`config.mk`:
```
export PLATFORM = sky130hd
export DESIGN_NAME = if_stage
export DESIGN_NICKNAME = d
export VERILOG_FILES = /design/src/rtl/cpu_pkg.sv /design/src/rtl/if_id_reg.sv /design/src/rtl/if_stage.sv
export SDC_FILE = /design/constraint.sdc
export NUM_CORES = 1
export LEC_CHECK = 0
export BUFFER_PORTS_ARGS = -buffer_cell sky130_fd_sc_hd__buf_4
export CAP_MARGIN = 10
export CORE_MARGIN = 2
export CORE_UTILIZATION = 27
export CTS_CLUSTER_SIZE = 12
export DETAILED_ROUTE_END_ITERATION = 16
export HOLD_SLACK_MARGIN = 0.08
export PLACE_DENSITY_LB_ADDON = 0.2
export REMOVE_ABC_BUFFERS = 1
export SLEW_MARGIN = 15
export SYNTH_ARGS = -nofsm -noshare
export SYNTH_HDL_FRONTEND = slang
export SYNTH_SLANG_ARGS = --single-unit
```
`constraint.sdc`:
```
create_clock -name clk -period 4.44 [get_ports clk]
set_clock_uncertainty 0.05 [all_clocks]
set_input_delay 0.888 -clock clk [delete_from_list [all_inputs] [get_ports clk]]
set_output_delay 0.888 -clock clk [all_outputs]
set_load 0.02 [all_outputs]
```
`src/rtl/cpu_pkg.sv`:
```
// Shared types and defaults for the 16-bit CPU pipeline.
// Holds the word/address types and the IF/ID pipeline record.
package cpu_pkg;

  typedef logic [15:0] word_t;
  typedef logic [15:0] addr_t;

  localparam word_t DEFAULT_NOP_WORD = 16'h0800;
  localparam addr_t DEFAULT_RESET_PC = 16'h0000;

  typedef struct packed {
    word_t ins;
    addr_t pc;
    addr_t pc_plus1;
    logic  valid;
  } if_id_t;

  // Address arithmetic wraps modulo 2^16.
  function automatic addr_t addr_inc(input addr_t a);
    return a + 16'd1;
  endfunction

endpackage

```
`src/rtl/if_id_reg.sv`:
```
// IF/ID pipeline register.
// load captures a new fetch record, bubble inserts a NOP and keeps the address fields, otherwise it holds.
module if_id_reg
  import cpu_pkg::*;
#(
  parameter word_t NOP_WORD = DEFAULT_NOP_WORD
) (
  input  logic   clk,
  input  logic   rst,
  input  logic   load,
  input  logic   bubble,
  input  if_id_t d,
  output if_id_t q
);

  // NOTE: sequential state uses non-blocking assignments so every register
  // samples pre-edge values; blocking here would create order-dependent races.
  always_ff @(posedge clk or negedge rst) begin
    if (!rst) begin
      q <= '{ins: NOP_WORD, pc: '0, pc_plus1: '0, valid: 1'b0};
    end else if (load) begin
      q <= d;
    end else if (bubble) begin
      q.ins   <= NOP_WORD;
      q.valid <= 1'b0;
    end
  end

endmodule

```
`src/rtl/if_stage.sv`:
```
// Instruction-fetch stage: PC, slow-SRAM wait counter, Ram2 arbitration and redirect handling.
// Optional feature macro: BRANCH_DELAY_SLOT_EN (redirect keeps the in-flight fetch as a delay slot).
module if_stage
  import cpu_pkg::*;
#(
  parameter addr_t RESET_PC    = DEFAULT_RESET_PC,
  parameter int    WAIT_CYCLES = 0,
  parameter word_t NOP_WORD    = DEFAULT_NOP_WORD
) (
  input  logic  clk,
  input  logic  rst,
  output addr_t pc_out,
  input  word_t ins_in,
  input  logic  ram2_busy,
  input  logic  stall,
  input  logic  redirect,
  input  addr_t redirect_pc,
  output word_t id_ins,
  output addr_t id_pc,
  output addr_t id_pc_plus1,
  output logic  id_valid
);

  localparam logic [2:0] WAIT_MAX = 3'((WAIT_CYCLES > 7) ? 7 : WAIT_CYCLES);

  addr_t      pc, pc_next;
  logic [2:0] wait_cnt, wait_next, wait_inc;
  logic       fc;
  logic       ifid_load, ifid_bubble;
  if_id_t     ifid_d, ifid_q;

`ifdef BRANCH_DELAY_SLOT_EN
  logic  pending, pending_next;
  addr_t target, target_next;
`endif

  assign wait_inc = (wait_cnt == WAIT_MAX) ? wait_cnt : wait_cnt + 3'd1;
  assign fc       = (wait_cnt == WAIT_MAX) && !ram2_busy;
  assign ifid_d   = '{ins: ins_in, pc: pc, pc_plus1: addr_inc(pc), valid: 1'b1};

  // NOTE: every signal driven here gets a default first, so no path through
  // the priority chain can leave one unassigned and infer a latch.
  always_comb begin
    pc_next      = pc;
    wait_next    = ram2_busy ? 3'd0 : wait_inc;
    ifid_load    = 1'b0;
    ifid_bubble  = 1'b0;
`ifdef BRANCH_DELAY_SLOT_EN
    pending_next = pending;
    target_next  = target;
`endif

    if (stall) begin
      // Everything holds; a redirect seen now is re-asserted by ID after release.
    end else if (redirect) begin
`ifdef BRANCH_DELAY_SLOT_EN
      if (fc) begin
        ifid_load    = 1'b1;
        pc_next      = redirect_pc;
        pending_next = 1'b0;
        wait_next    = 3'd0;
      end else begin
        // Delay slot still in flight: remember the target, finish the slot first.
        ifid_bubble  = 1'b1;
        pending_next = 1'b1;
        target_next  = redirect_pc;
      end
`else
      pc_next     = redirect_pc;
      ifid_bubble = 1'b1;
      wait_next   = 3'd0;
`endif
    end else if (fc) begin
      ifid_load = 1'b1;
      wait_next = 3'd0;
`ifdef BRANCH_DELAY_SLOT_EN
      pc_next      = pending ? target : addr_inc(pc);
      pending_next = 1'b0;
`else
      pc_next = addr_inc(pc);
`endif
    end else begin
      ifid_bubble = 1'b1;
    end
  end

  always_ff @(posedge clk or negedge rst) begin
    if (!rst) begin
      pc       <= RESET_PC;
      wait_cnt <= 3'd0;
    end else begin
      pc       <= pc_next;
      wait_cnt <= wait_next;
    end
  end

`ifdef BRANCH_DELAY_SLOT_EN
  always_ff @(posedge clk or negedge rst) begin
    if (!rst) begin
      pending <= 1'b0;
      target  <= '0;
    end else begin
      pending <= pending_next;
      target  <= target_next;
    end
  end
`endif

  if_id_reg #(
    .NOP_WORD(NOP_WORD)
  ) u_if_id_reg (
    .clk   (clk),
    .rst   (rst),
    .load  (ifid_load),
    .bubble(ifid_bubble),
    .d     (ifid_d),
    .q     (ifid_q)
  );

  assign pc_out      = pc;
  assign id_ins      = ifid_q.ins;
  assign id_pc       = ifid_q.pc;
  assign id_pc_plus1 = ifid_q.pc_plus1;
  assign id_valid    = ifid_q.valid;

endmodule

```
==> impl_metrics.ini <==
[status]
status = complete, no violations

[yosys]
synth_enable_flop_cells = 0
synth-seq-area-share = 0.5348
syn_inst = 335
netlist-cell-type-count = 36
async_reset_ff_frac = 1.000
yosysWarnings = 0
synth_seq_cells = 68
avgSynthCellArea_um2 = 9.505
syn_area_um2 = 3184
ys.flop_type = dfrtp_1

[global_route]
antenna_found_initial = 0
use_met1 = 0.1937
grt_util_met3 = 0.02862
grt_use_met2 = 0.2092
grt_pass1_wl_mm = 13.97
grt_pass1_vias = 2661
grt-ovfl-total = 0
grt_busiest_layer = met2
grtUsageTotal = 0.1384
grt_start_max_net_pins = 69

[route]
route.detailed.drc = 0
drtPass1Iterations = 4
avgViaCountPerCell = 4.799
routed_wl_mm = 8.571
ant_nets = 0
wl_per_cell_um = 15.36
drt_iter0_drc = 144
dr_total_vias = 2678

[min_path]
hp-class = reg -> reg

[cts]
cts_tree = yes
clk_path_buf_depth = 2
ctsResizeCount = 0
clk_latency_ns = 0.33
clk_pin_slew_worst_paths_ns = 0.06
cts-root-buf = clkbuf_16
post_cts_buffers = 0
h-tree-depth = 3
ctsHoldBuffers = 0
cts_buffers = 9
cts_num_sinks = 68

[place]
place_worst_setup_slack_ns = 1.544
placed_cells = 542
portBuffers = 101
gp_congestion = 0.7153
hpwlAfterDp_mm = 5.916

[floorplan]
io-pin-count = 102
core-area_um2 = 11470
die_h_um = 112.6
initial_core_util = 0.2777
die_area_um2 = 12680
num_rows = 39
dieWidth_um = 112.6

[finish]
layout-drive-gt1-share = 0.2964
diodes = 0
multi_input_area_um2 = 1225
final_cell_mix = buf_4 (104), nand2_1 (74), dfrtp_1 (67), o21ai_0 (18), nand3_1 (17)
post_layout_nonfiller_instances = 558
layout_commonest_cell = buf_4
regArea_um2 = 1703
nFillCells = 1172
fin_nets = 450
synthToLayoutAreaGrowth_pct = 32.53

[worst_setup_path]
cp-start-kind = register
cp_data_required_time_ns = 4.65
crit_fanout = 22
worstSetupEndpointType = register
critPathArrivalTime_ns = 2.78
crit_type = reg -> reg

[power_and_ir_drop]
combPwrFrac = 0.266
swShare = 0.3261
power_frac_clock = 0.332
p_int_uw = 1432
pwr-share-seq = 0.402
switchingPower_uw = 693.0
powerDensity_nw_per_um2 = 503.5
peakVddDrop_v = 0.0002194
finalPower_uw = 2125
p_leak_uw = 0.002042

[timing]
worst_pin_slew_ns = 0.8811
finalCritPeriodShare = 0.5790
worst_slack_ns = 1.869
hold_ws_ns = 0.4148
max_freq_mhz = 389.0
finalSetupViolations = 0
hold_viol_final = 0
period_needed_ns = 2.571
max-slew-margin-rel = 0.4126
maxSlewViolCount = 0
fin_setup_tns_ns = 0
rsz0062_at_grt = false

[run]
drv_cap = 0
-- critical path: stages (launching register included) --
cell and delay, ns:
dfrtp_1 0.41, inv_1 0.07, ha_1 0.15, nor2b_1 0.46
and3_1 0.81, buf_4 0.37, nand3_1 0.10, nand3_1 0.09
-- flip-flops by register name, indices dropped and copies added (netlist names) --
name,flops
u_if_id_reg.q,49
pc_out,16
wait_cnt,3
-- layout make-up --
cell class,instances,share of cell area
Multi-Input combinational cell,217,0.2902
Sequential cell,68,0.4035
Timing Repair Buffer,104,0.1850
Clock inverter,4,0.01156
Clock buffer,12,0.05840
Tap cell,143,0.04240
Inverter,10,0.008894
-- cell families (layout without fill, tap and decap cells) --
family	after synthesis	count (layout)	synth area share
buffers and inverters	50	130	0.08173
adders and majority gates	3	3	0.01179
and+or+nand+nor	138	138	0.2043
xor gates and xnor gates	7	7	0.01925
DFF	68	68	0.5348
AOI/OAI and AO/OA	67	67	0.1419
muxes	2	2	0.006287
-- layer usage --
layer	share of wire	vias up
li1	-	1294
met1	0.49	1284
met2	0.43	85
met3	0.054	15
met4	0.021	0
met5	0	-
-- path summary, 6_finish.rpt --
check | slack [ns] | start | cells past startpoint | to
worst max-delay path | 1.87 | wait_cnt[0]$_DFF_PN0_ | 7 | u_if_id_reg.q[13]$_DFFE_PN0P_
worst min-delay path | 0.41 | u_if_id_reg.q[44]$_DFFE_PN1P_ | 2 | u_if_id_reg.q[44]$_DFFE_PN1P_
worst max register to register | 1.87 | wait_cnt[0]$_DFF_PN0_ | 7 | u_if_id_reg.q[13]$_DFFE_PN0P_
worst min register to register | 0.41 | u_if_id_reg.q[44]$_DFFE_PN1P_ | 2 | u_if_id_reg.q[44]$_DFFE_PN1P_
max in group asynchronous | 3.14 | rst | 1 | u_if_id_reg.q[24]$_DFFE_PN0P_
min in group asynchronous | 0.64 | rst | 1 | u_if_id_reg.q[45]$_DFFE_PN0P_
-- synthesized netlist by cell type, types with 3 or more instances --
| library cell | instances | share of area |
|---|---|---|
| ha_1 | 3 | 0.012 |
| a22o_1 | 15 | 0.041 |
| o211ai_1 | 5 | 0.012 |
| nand3_1 | 17 | 0.027 |
| o2bb2ai_1 | 3 | 0.0083 |
| xnor2_1 | 5 | 0.014 |
| inv_1 | 9 | 0.011 |
| nor2_1 | 12 | 0.014 |
| dfrtp_1 | 67 | 0.53 |
| nor3_1 | 8 | 0.013 |
| nor3b_1 | 7 | 0.017 |
| and3_1 | 3 | 0.0059 |
| a21oi_1 | 14 | 0.022 |
| nor4_1 | 5 | 0.0098 |
| nand2_1 | 74 | 0.087 |
| o21ai_0 | 18 | 0.028 |
| buf_2 | 4 | 0.0063 |
| clkbuf_1 | 18 | 0.021 |
| buf_4 | 18 | 0.042 |
| nand4_1 | 4 | 0.0079 |
| o311ai_0 | 5 | 0.014 |
-- power by group through the flow --
stage | clock network [µW] | logic, µW | registers, µW
after floorplan | 0 | 147 | 985
after global placement | 0 | 571 | 863
after detailed placement | 0 | 573 | 867
after CTS | 725 | 575 | 858
after global routing | 746 | 619 | 873
final | 706 | 565 | 854
-- per-stage QoR --
step,area (µm²),utilization
final,4220,0.3680
after global routing,4220,0.3680
after CTS,4220,0.3680
after detailed placement,3925,0.3423
after global placement,3925,0.3423
after floorplan,2962,-
No activity file was read; power rests on OpenSTA's default activity.
